===== src/rtl/seq_pattern_tx.sv =====
// Serial pattern transmitter: accepts a WIDTH-bit pattern plus a repeat count over
// valid/ready and shifts it out MSB-first, one bit per clock, back-to-back.
module seq_pattern_tx #(
    parameter int WIDTH = 4,
    parameter int CNT_W = 4
) (
    input  logic             clk,
    input  logic             reset,
    input  logic             load_valid,
    output logic             load_ready,
    input  logic [WIDTH-1:0] pattern,
    input  logic [CNT_W-1:0] repeat_cnt,
    input  logic             abort,
    output logic             dout,
    output logic             dout_valid,
    output logic             busy,
    output logic             done
);

    localparam int BIT_W = (WIDTH > 1) ? $clog2(WIDTH) : 1;

    localparam logic [BIT_W-1:0] BIT_ZERO = {BIT_W{1'b0}};
    localparam logic [BIT_W-1:0] BIT_ONE  = BIT_W'(1);
    localparam logic [BIT_W-1:0] LAST_BIT = BIT_W'(WIDTH - 1);
    localparam logic [CNT_W-1:0] REP_ZERO = {CNT_W{1'b0}};
    localparam logic [CNT_W-1:0] REP_ONE  = CNT_W'(1);
    localparam logic [WIDTH-1:0] PAT_ZERO = {WIDTH{1'b0}};

    typedef enum logic [1:0] {
        ST_IDLE = 2'd0,
        ST_SEND = 2'd1,
        ST_DONE = 2'd2
    } state_t;

    state_t           state_r;
    state_t           state_s;
    logic [WIDTH-1:0] pat_r;
    logic [WIDTH-1:0] pat_s;
    logic [CNT_W-1:0] rep_left_r;
    logic [CNT_W-1:0] rep_left_s;
    logic [BIT_W-1:0] bit_idx_r;
    logic [BIT_W-1:0] bit_idx_s;

    logic dout_s;
    logic dout_valid_s;
    logic busy_s;
    logic done_s;
    logic load_ready_s;

    logic dout_r;
    logic dout_valid_r;
    logic busy_r;
    logic done_r;
    logic load_ready_r;

    // Bit idx of the current repetition, counted from the MSB.
    function automatic logic pick_bit(input logic [WIDTH-1:0] pat,
                                      input logic [BIT_W-1:0] idx);
        return pat[LAST_BIT - idx];
    endfunction

    // State and datapath registers.
    always_ff @(posedge clk) begin
        if (!reset) begin
            state_r    <= ST_IDLE;
            pat_r      <= PAT_ZERO;
            rep_left_r <= REP_ZERO;
            bit_idx_r  <= BIT_ZERO;
        end else begin
            state_r    <= state_s;
            pat_r      <= pat_s;
            rep_left_r <= rep_left_s;
            bit_idx_r  <= bit_idx_s;
        end
    end

    // Next-state and counter update logic.
    always_comb begin
        state_s    = state_r;
        pat_s      = pat_r;
        rep_left_s = rep_left_r;
        bit_idx_s  = bit_idx_r;
        case (state_r)
            ST_IDLE: begin
                if (load_valid) begin
                    pat_s      = pattern;
                    rep_left_s = repeat_cnt;
                    bit_idx_s  = BIT_ZERO;
                    if (repeat_cnt != REP_ZERO) begin
                        state_s = ST_SEND;
                    end else begin
                        state_s = ST_DONE;
                    end
                end else begin
                    state_s = ST_IDLE;
                end
            end
            ST_SEND: begin
                // abort outranks completion; the bit on the wire this cycle still counts
                if (abort) begin
                    state_s    = ST_IDLE;
                    rep_left_s = REP_ZERO;
                    bit_idx_s  = BIT_ZERO;
                end else if (bit_idx_r == LAST_BIT) begin
                    bit_idx_s  = BIT_ZERO;
                    rep_left_s = rep_left_r - REP_ONE;
                    if (rep_left_r == REP_ONE) begin
                        state_s = ST_DONE;
                    end else begin
                        state_s = ST_SEND;
                    end
                end else begin
                    bit_idx_s = bit_idx_r + BIT_ONE;
                    state_s   = ST_SEND;
                end
            end
            ST_DONE: begin
                state_s = ST_IDLE;
            end
            default: begin
                state_s    = ST_IDLE;
                rep_left_s = REP_ZERO;
                bit_idx_s  = BIT_ZERO;
            end
        endcase
    end

    // Output decode from the upcoming state so the ports can be registered.
    always_comb begin
        dout_s       = 1'b0;
        dout_valid_s = 1'b0;
        busy_s       = 1'b0;
        done_s       = 1'b0;
        load_ready_s = 1'b0;
        case (state_s)
            ST_IDLE: begin
                load_ready_s = 1'b1;
            end
            ST_SEND: begin
                busy_s       = 1'b1;
                dout_valid_s = 1'b1;
                dout_s       = pick_bit(pat_s, bit_idx_s);
            end
            ST_DONE: begin
                done_s = 1'b1;
            end
            default: begin
                load_ready_s = 1'b0;
            end
        endcase
    end

    // Output registers.
    always_ff @(posedge clk) begin
        if (!reset) begin
            dout_r       <= 1'b0;
            dout_valid_r <= 1'b0;
            busy_r       <= 1'b0;
            done_r       <= 1'b0;
            load_ready_r <= 1'b1;
        end else begin
            dout_r       <= dout_s;
            dout_valid_r <= dout_valid_s;
            busy_r       <= busy_s;
            done_r       <= done_s;
            load_ready_r <= load_ready_s;
        end
    end

    assign dout       = dout_r;
    assign dout_valid = dout_valid_r;
    assign busy       = busy_r;
    assign done       = done_r;
    assign load_ready = load_ready_r;

endmodule

===== config.mk =====
export PLATFORM = sky130hd
export DESIGN_NAME = seq_pattern_tx
export DESIGN_NICKNAME = d
export VERILOG_FILES = /design/src/rtl/seq_pattern_tx.sv
export SDC_FILE = /design/constraint.sdc
export NUM_CORES = 1
export LEC_CHECK = 0
export BUFFER_PORTS_ARGS = -buffer_cell sky130_fd_sc_hd__buf_2
export CAP_MARGIN = 20
export CORE_UTILIZATION = 51
export DETAILED_ROUTE_END_ITERATION = 7
export PLACE_DENSITY = 0.77
export SLEW_MARGIN = 40
export SYNTH_ARGS = -nofsm -noshare
export SYNTH_HDL_FRONTEND = slang
export SYNTH_SLANG_ARGS = --single-unit
export TNS_END_PERCENT = 30

===== constraint.sdc =====
create_clock -name clk -period 1.9 [get_ports clk]
set_clock_uncertainty 0.05 [all_clocks]
set_input_delay 0.38 -clock clk [delete_from_list [all_inputs] [get_ports clk]]
set_output_delay 0.38 -clock clk [all_outputs]
set_load 0.02 [all_outputs]

==> summary.txt, run 1 <==
placed inst area -> 877.1 um^2
Tightest Hold Check Type -> in -> reg
setup violators final -> 0
# resized after CTS -> 0
ant diodes -> 0
final worst slack -> 0.2244 ns
Final Util -> 0.6685
Reg clk slew, reported paths -> 0.09 ns
DR pass1 iterations -> 4
Die Span Y -> 41.28 um
Post-CTS Setup Bufs -> 0
first-pass GRT wire length -> 2532 um
Hold Vio Cnt, Final -> 0
Max Cap Viol -> 0
port bufs -> 16
critical setup path kind -> reg -> reg
Final #Nets -> 116
final instance area -> 913.4 um^2
Core Area -> 1366 um^2
GR Overflow Total -> 0
Placement Setup Slack -> 0.2679 ns
Starting Density -> 0.5760
Sw Pwr -> 0.0001885 W
pin count of the biggest net entering global routing -> 16
CP max FO -> 5
ratio of final minimum period to clock period -> 0.8819
Rows -> 13
post-synthesis sequential area ratio -> 0.4070
setup_tns -> 0 ns
RSZ-0062 raised after global routing -> no
wire per inst -> 13.67 um
Comb pwr share -> 0.175
worst-margin pin slew -> 0.4809 ns
Critical Path AT -> 1.81 ns
Syn Area/Cell -> 9.598 um^2
Cell Int Power -> 0.0005323 W
worst vdd rail ir drop -> 559.5 uV
status -> complete, no violations
warnings from Yosys -> 0
CTS Root Cell -> clkbuf_4
power share of the clock group -> 0.307
Post-Layout Cell Count -> 115
hpwl dp -> 1238 um
Die Wd -> 41.28 um
clock buffer depth -> 2
vias in the first global route -> 595
Post-Place Cells -> 111
syn_nets -> 97
initial antenna violation count -> 0
Post-synth ARST share -> 0
Clk Latency, worst-skew pair -> 0.29 ns
Max Slew Vio Count -> 0
Setup crit start kind -> flip-flop
post-synthesis register bit count -> 16
initial DRC count -> 16
TritonCTS clock tree -> done
DR vias -> 659
Period minus WS final -> 1.676 ns
H-tree Lvls -> 1
Layout area overhead -> 16.06%
Post-Syn Instances -> 82
gpl congestion -> 0.8189
Vias/cell -> 5.730
crit path capture type -> flip-flop
Post-synth EDFFs -> 0
Critical Path RT -> 2.03 ns
Ports -> 17
Cell Pwr Density -> 789.2 nW/um^2
remaining antenna violation count after routing -> 0
final WL -> 1572 um
Rel. slew slack -> 0.6750
part of the power in registers -> 0.518
Die ar. -> 1704 um^2
DRC viols -> 0
Clock Sinks -> 16
dominant synthesized flop cell -> dfxtp_1
post-synth cell types -> 39
Fmax -> 596.8 MHz
layout cell share with drive strength beyond 1 -> 0.2700
hold-fix buffer count after cts -> 0
GRT Total Usage -> 0.2374
Pleak -> 0.3992 nW
total CTS buffers -> 3
switching share of total power -> 0.2615
Synth Cell Area -> 787.0 um^2
==> path summary, 6_finish.rpt <==
| kind | start | end | slack, ns | depth (start not counted) |
|---|---|---|---|---|
| setup / recovery | rep_left_r[0]$_SDFFE_PN0P_ | load_ready$_SDFF_PN1_ | 0.22 | 5 |
| hold / removal | pattern[0] | pat_r[0]$_SDFF_PN0_ | 0.28 | 3 |
| setup reg to reg | rep_left_r[0]$_SDFFE_PN0P_ | load_ready$_SDFF_PN1_ | 0.22 | 5 |
| hold reg to reg | pat_r[0]$_SDFF_PN0_ | pat_r[0]$_SDFF_PN0_ | 0.42 | 2 |
==> cells in the mapped netlist, drive strengths merged, types with 2 or more instances <==
master	n	area share
or3b	2	0.025
a22oi	2	0.019
nor2b	4	0.032
a21oi	2	0.013
and2	3	0.025
nor2	4	0.019
dfxtp	16	0.41
o211ai	3	0.029
a21boi	5	0.048
nand2	9	0.043
inv	4	0.019
ha	3	0.048
buf	2	0.016
nor3b	2	0.033
o211a	2	0.025
==> kinds of logic after synthesis <==
kind of cell,Yosys count,share of synthesized area
compound gates,23,0.2400
mux,1,0.01272
flops,16,0.4070
simple gates,31,0.2417
buf+inv,7,0.03973
fa+ha+maj,3,0.04770
xor+xnor,1,0.01113
==> metrics by stage <==
| step | total power, W | hold WS [ns] |
|---|---|---|
| after floorplan | 0.0004669 | 0.3928 |
| after global placement | 0.0005017 | 0.4035 |
| after detailed placement | 0.0005071 | 0.4085 |
| after CTS | 0.0007263 | 0.2767 |
| after global routing | 0.0007598 | 0.2928 |
| final | 0.0007208 | 0.2808 |
==> sequential cells by signal (all words and copies together) (netlist names) <==
register and cells:
busy 1, bit_idx_r 2, rep_left_r 4, load_ready 1, state_r 2, pat_r 4
done 1, dout 1
==> per-layer routing <==
| metal | track usage | vias to the layer above | wire [um] |
|---|---|---|---|
| met1 | 0.2951 | 302 | 739 |
| li1 | - | 331 | - |
| met3 | 0.08696 | 5 | 81 |
| met2 | 0.3672 | 21 | 715 |
| met5 | 0 | - | 0 |
| met4 | 0.09677 | 0 | 35 |
==> critical path, stage by stage, from the launching register on <==
cell and delay [ns]:
dfxtp_1 0.43, ha_1 0.17, nor4bb_1 0.46, a22oi_1 0.20
nor2b_1 0.18, nor2_1 0.07
==> layout make-up <==
class	instances	area, um^2
clock buffer	4	36.28
sequential	16	320.3
inverter	4	15.01
multi-input combinational	59	435.4
fill	127	452.9
timing repair buffer	17	87.58
tap	15	18.77
==> power by group through the flow <==
stage | combinational, W | sequential, W | clock [W]
2_1_floorplan | 0.0000834 | 0.000383 | 0
3_3_place_gp | 0.000122 | 0.000380 | 0
3_5_place_dp | 0.000126 | 0.000381 | 0
4_1_cts | 0.000127 | 0.000373 | 0.000226
5_1_grt | 0.000141 | 0.000376 | 0.000242
6_report | 0.000126 | 0.000373 | 0.000221
==> layout by cell type, fill, tap and decap left out, drive strengths merged <==
master | Yosys | layout
buf | 2 | 17
dfxtp | 16 | 16
nand2 | 9 | 9
a21boi | 5 | 5
inv | 4 | 4
nor2b | 4 | 4
nor2 | 4 | 4
clkbuf | 1 | 4
o211ai | 3 | 3
ha | 3 | 3
and2 | 3 | 3
a22oi | 2 | 2
a21oi | 2 | 2
o211a | 2 | 2
nor3b | 2 | 2
or3b | 2 | 2
nor4bb | 1 | 1
nor4 | 1 | 1
o22ai | 1 | 1
nand3b | 1 | 1
nand2b | 1 | 1
a2bb2oi | 1 | 1
or2b | 1 | 1
o21a | 1 | 1
a32oi | 1 | 1
nor3 | 1 | 1
xor2 | 1 | 1
o21ai | 1 | 1
and2b | 1 | 1
a22o | 1 | 1
mux2i | 1 | 1
a221oi | 1 | 1
a211oi | 1 | 1
a311oi | 1 | 1
Note: power is estimated with default switching activity, not from simulation.
==> inputs of run 2 (changes only) <==
Settings changed: CELL_PAD_IN_SITES_DETAIL_PLACEMENT from default to 0, CELL_PAD_IN_SITES_GLOBAL_PLACEMENT from default to 1, CORE_UTILIZATION 51 to 42, PLACE_DENSITY 0.77 to 0.82.
Clock period 1.9 ns to 2.12 ns, I/O delays scaled along.
==> summary.txt, run 2 (synthesis gave the netlist of run 1 again) <==
part of the power in registers -> 0.561 (was 0.518)
Ports -> 17 (unchanged)
remaining antenna violation count after routing -> 0 (unchanged)
most frequent cells in the layout -> dfxtp_1, buf_2, nand2_1 (unchanged)
hpwl dp -> 1106 um (was 1238 um)
port bufs -> 16 (unchanged)
switching share of total power -> 0.2625 (was 0.2615)
Cell Pwr Density -> 651.5 nW/um^2 (was 789.2 nW/um^2)
Final Power -> 0.0005943 W (was 0.0007208 W)
ratio of final minimum period to clock period -> 0.7637 (was 0.8819)
Die Span Y -> 45.29 um (was 41.28 um)
first-pass GRT wire length -> 2304 um (was 2532 um)
critical setup path kind -> reg -> reg (unchanged)
vias in the first global route -> 596 (was 595)
Post-Layout Cell Count -> 124 (was 115)
hold-fix buffer count after cts -> 0 (unchanged)
Die Wd -> 45.29 um (was 41.28 um)
Period minus WS final -> 1.619 ns (was 1.676 ns)
Cell Int Power -> 0.0004383 W (was 0.0005323 W)
Sw Pwr -> 0.0001560 W (was 0.0001885 W)
initial DRC count -> 6 (was 16)
final WL -> 1417 um (was 1572 um)
ant diodes -> 0 (unchanged)
Max Cap Viol -> 0 (unchanged)
Clock Sinks -> 16 (unchanged)
worst path cell trace -> ha_1, nor4bb_1, a22oi_1, nor2b_1, nor2_1 (unchanged)
Rel. slew slack -> 0.6677 (was 0.6750)
placed inst area -> 889.6 um^2 (was 877.1 um^2)
Fmax -> 617.6 MHz (was 596.8 MHz)
CP max FO -> 5 (unchanged)
Critical Path RT -> 2.25 ns (was 2.03 ns)
Post-Place Cells -> 121 (was 111)
met3 routed WL -> 58 um (was 81 um)
pin count of the biggest net entering global routing -> 16 (unchanged)
Reg clk slew, reported paths -> 0.08 ns (was 0.09 ns)
# resized after CTS -> 0 (unchanged)
TritonCTS clock tree -> done (unchanged)
total CTS buffers -> 3 (unchanged)
Final #Nets -> 116 (unchanged)
clock buffer depth -> 2 (unchanged)
GRT Total Usage -> 0.1596 (was 0.2374)
wire per inst -> 11.43 um (was 13.67 um)
CTS Root Cell -> clkbuf_4 (unchanged)
Top Registers -> pat_r x4, rep_left_r x4 (unchanged)
gpl congestion -> 0.7635 (was 0.8189)
Comb pwr share -> 0.187 (was 0.175)
Final Util -> 0.5226 (was 0.6685)
Layout area overhead -> 15.90% (was 16.06%)
met1 wire length -> 671 um (was 739 um)
Clk Latency, worst-skew pair -> 0.27 ns (was 0.29 ns)
layout cell share with drive strength beyond 1 -> 0.2626 (was 0.2700)
Vias/cell -> 5.161 (was 5.730)
routed wl met2 -> 674 um (was 715 um)
Starting Density -> 0.4509 (was 0.5760)
Die ar. -> 2051 um^2 (was 1704 um^2)
Worst path max stage delay -> 0.47 ns (was 0.46 ns)
Hold Vio Cnt, Final -> 0 (unchanged)
Pleak -> 0.3920 nW (was 0.3992 nW)
GR Overflow Total -> 0 (unchanged)
DR vias -> 640 (was 659)
highest routing layer actually used -> met4 (unchanged)
Tightest Hold Check Type -> in -> reg (unchanged)
Worst R2R Setup Slack -> 0.50 ns (was 0.22 ns)
worst-margin pin slew -> 0.4917 ns (was 0.4809 ns)
DR pass1 iterations -> 4 (unchanged)
worst vdd rail ir drop -> 345.9 uV (was 559.5 uV)
setup_tns -> 0 ns (unchanged)
slowest CP cell -> nor4bb_1 (unchanged)
Rows -> 15 (was 13)
Critical Path AT -> 1.74 ns (was 1.81 ns)
crit path capture type -> flip-flop (unchanged)
Core Area -> 1745 um^2 (was 1366 um^2)
Max Slew Vio Count -> 0 (unchanged)
H-tree Lvls -> 1 (unchanged)
DRC viols -> 0 (unchanged)
final instance area -> 912.1 um^2 (was 913.4 um^2)
setup violators final -> 0 (unchanged)
power share of the clock group -> 0.252 (was 0.307)
Setup crit start kind -> flip-flop (unchanged)
RSZ-0062 raised after global routing -> no (unchanged)
status -> complete, no violations (unchanged)
Post-CTS Setup Bufs -> 0 (unchanged)
initial antenna violation count -> 0 (unchanged)
[run 2: metal layers]
metal | up-vias | track usage
met4 | 0 | 0.09697
met2 | 14 | 0.2435
met3 | 2 | 0.04800
li1 | 333 | -
met5 | - | 0
met1 | 291 | 0.1961
[run 2: worst paths after layout]
| kind | from | end | cells past startpoint |
|---|---|---|---|
| worst max-delay path | rep_left_r[0]$_SDFFE_PN0P_ | load_ready$_SDFF_PN1_ | 5 |
| worst min-delay path | pattern[1] | pat_r[1]$_SDFF_PN0_ | 3 |
| worst max register to register | rep_left_r[0]$_SDFFE_PN0P_ | load_ready$_SDFF_PN1_ | 5 |
| worst min register to register | pat_r[1]$_SDFF_PN0_ | pat_r[1]$_SDFF_PN0_ | 2 |
[run 2: power groups by stage]
stage	Combinational, W	Clock, W	Sequential (W)
2_1_floorplan	0.0000748	0	0.000344
3_3_place_gp	0.000110	0	0.000340
3_5_place_dp	0.000112	0	0.000341
4_1_cts	0.000112	0.000161	0.000333
5_1_grt	0.000125	0.000175	0.000337
6_report	0.000111	0.000150	0.000333
[run 2: final cells by class]
type / count / area [um^2]
Clock buffer: 3 / 22.52
Multi-Input combinational cell: 59 / 435.4
Fill cell: 179 / 833.3
Timing Repair Buffer: 17 / 87.58
Inverter: 4 / 15.01
Sequential cell: 16 / 320.3
Tap cell: 25 / 31.28
[run 2: stage by stage]
stage / hold WS, ns / worst slack [ns]
after floorplan: 0.3928 / 0.6590
after global placement: 0.4040 / 0.4924
after detailed placement: 0.4130 / 0.4744
after CTS: 0.3304 / 0.4856
after global routing: 0.3358 / 0.3053
final: 0.3388 / 0.5009
[run 2: worst max-delay path: cells and delay by family (launching register included)]
kind,cells,cell delay [ns]
simple gates,3,0.70
flops,1,0.41
compound gates,1,0.20
fa+ha+maj,1,0.16
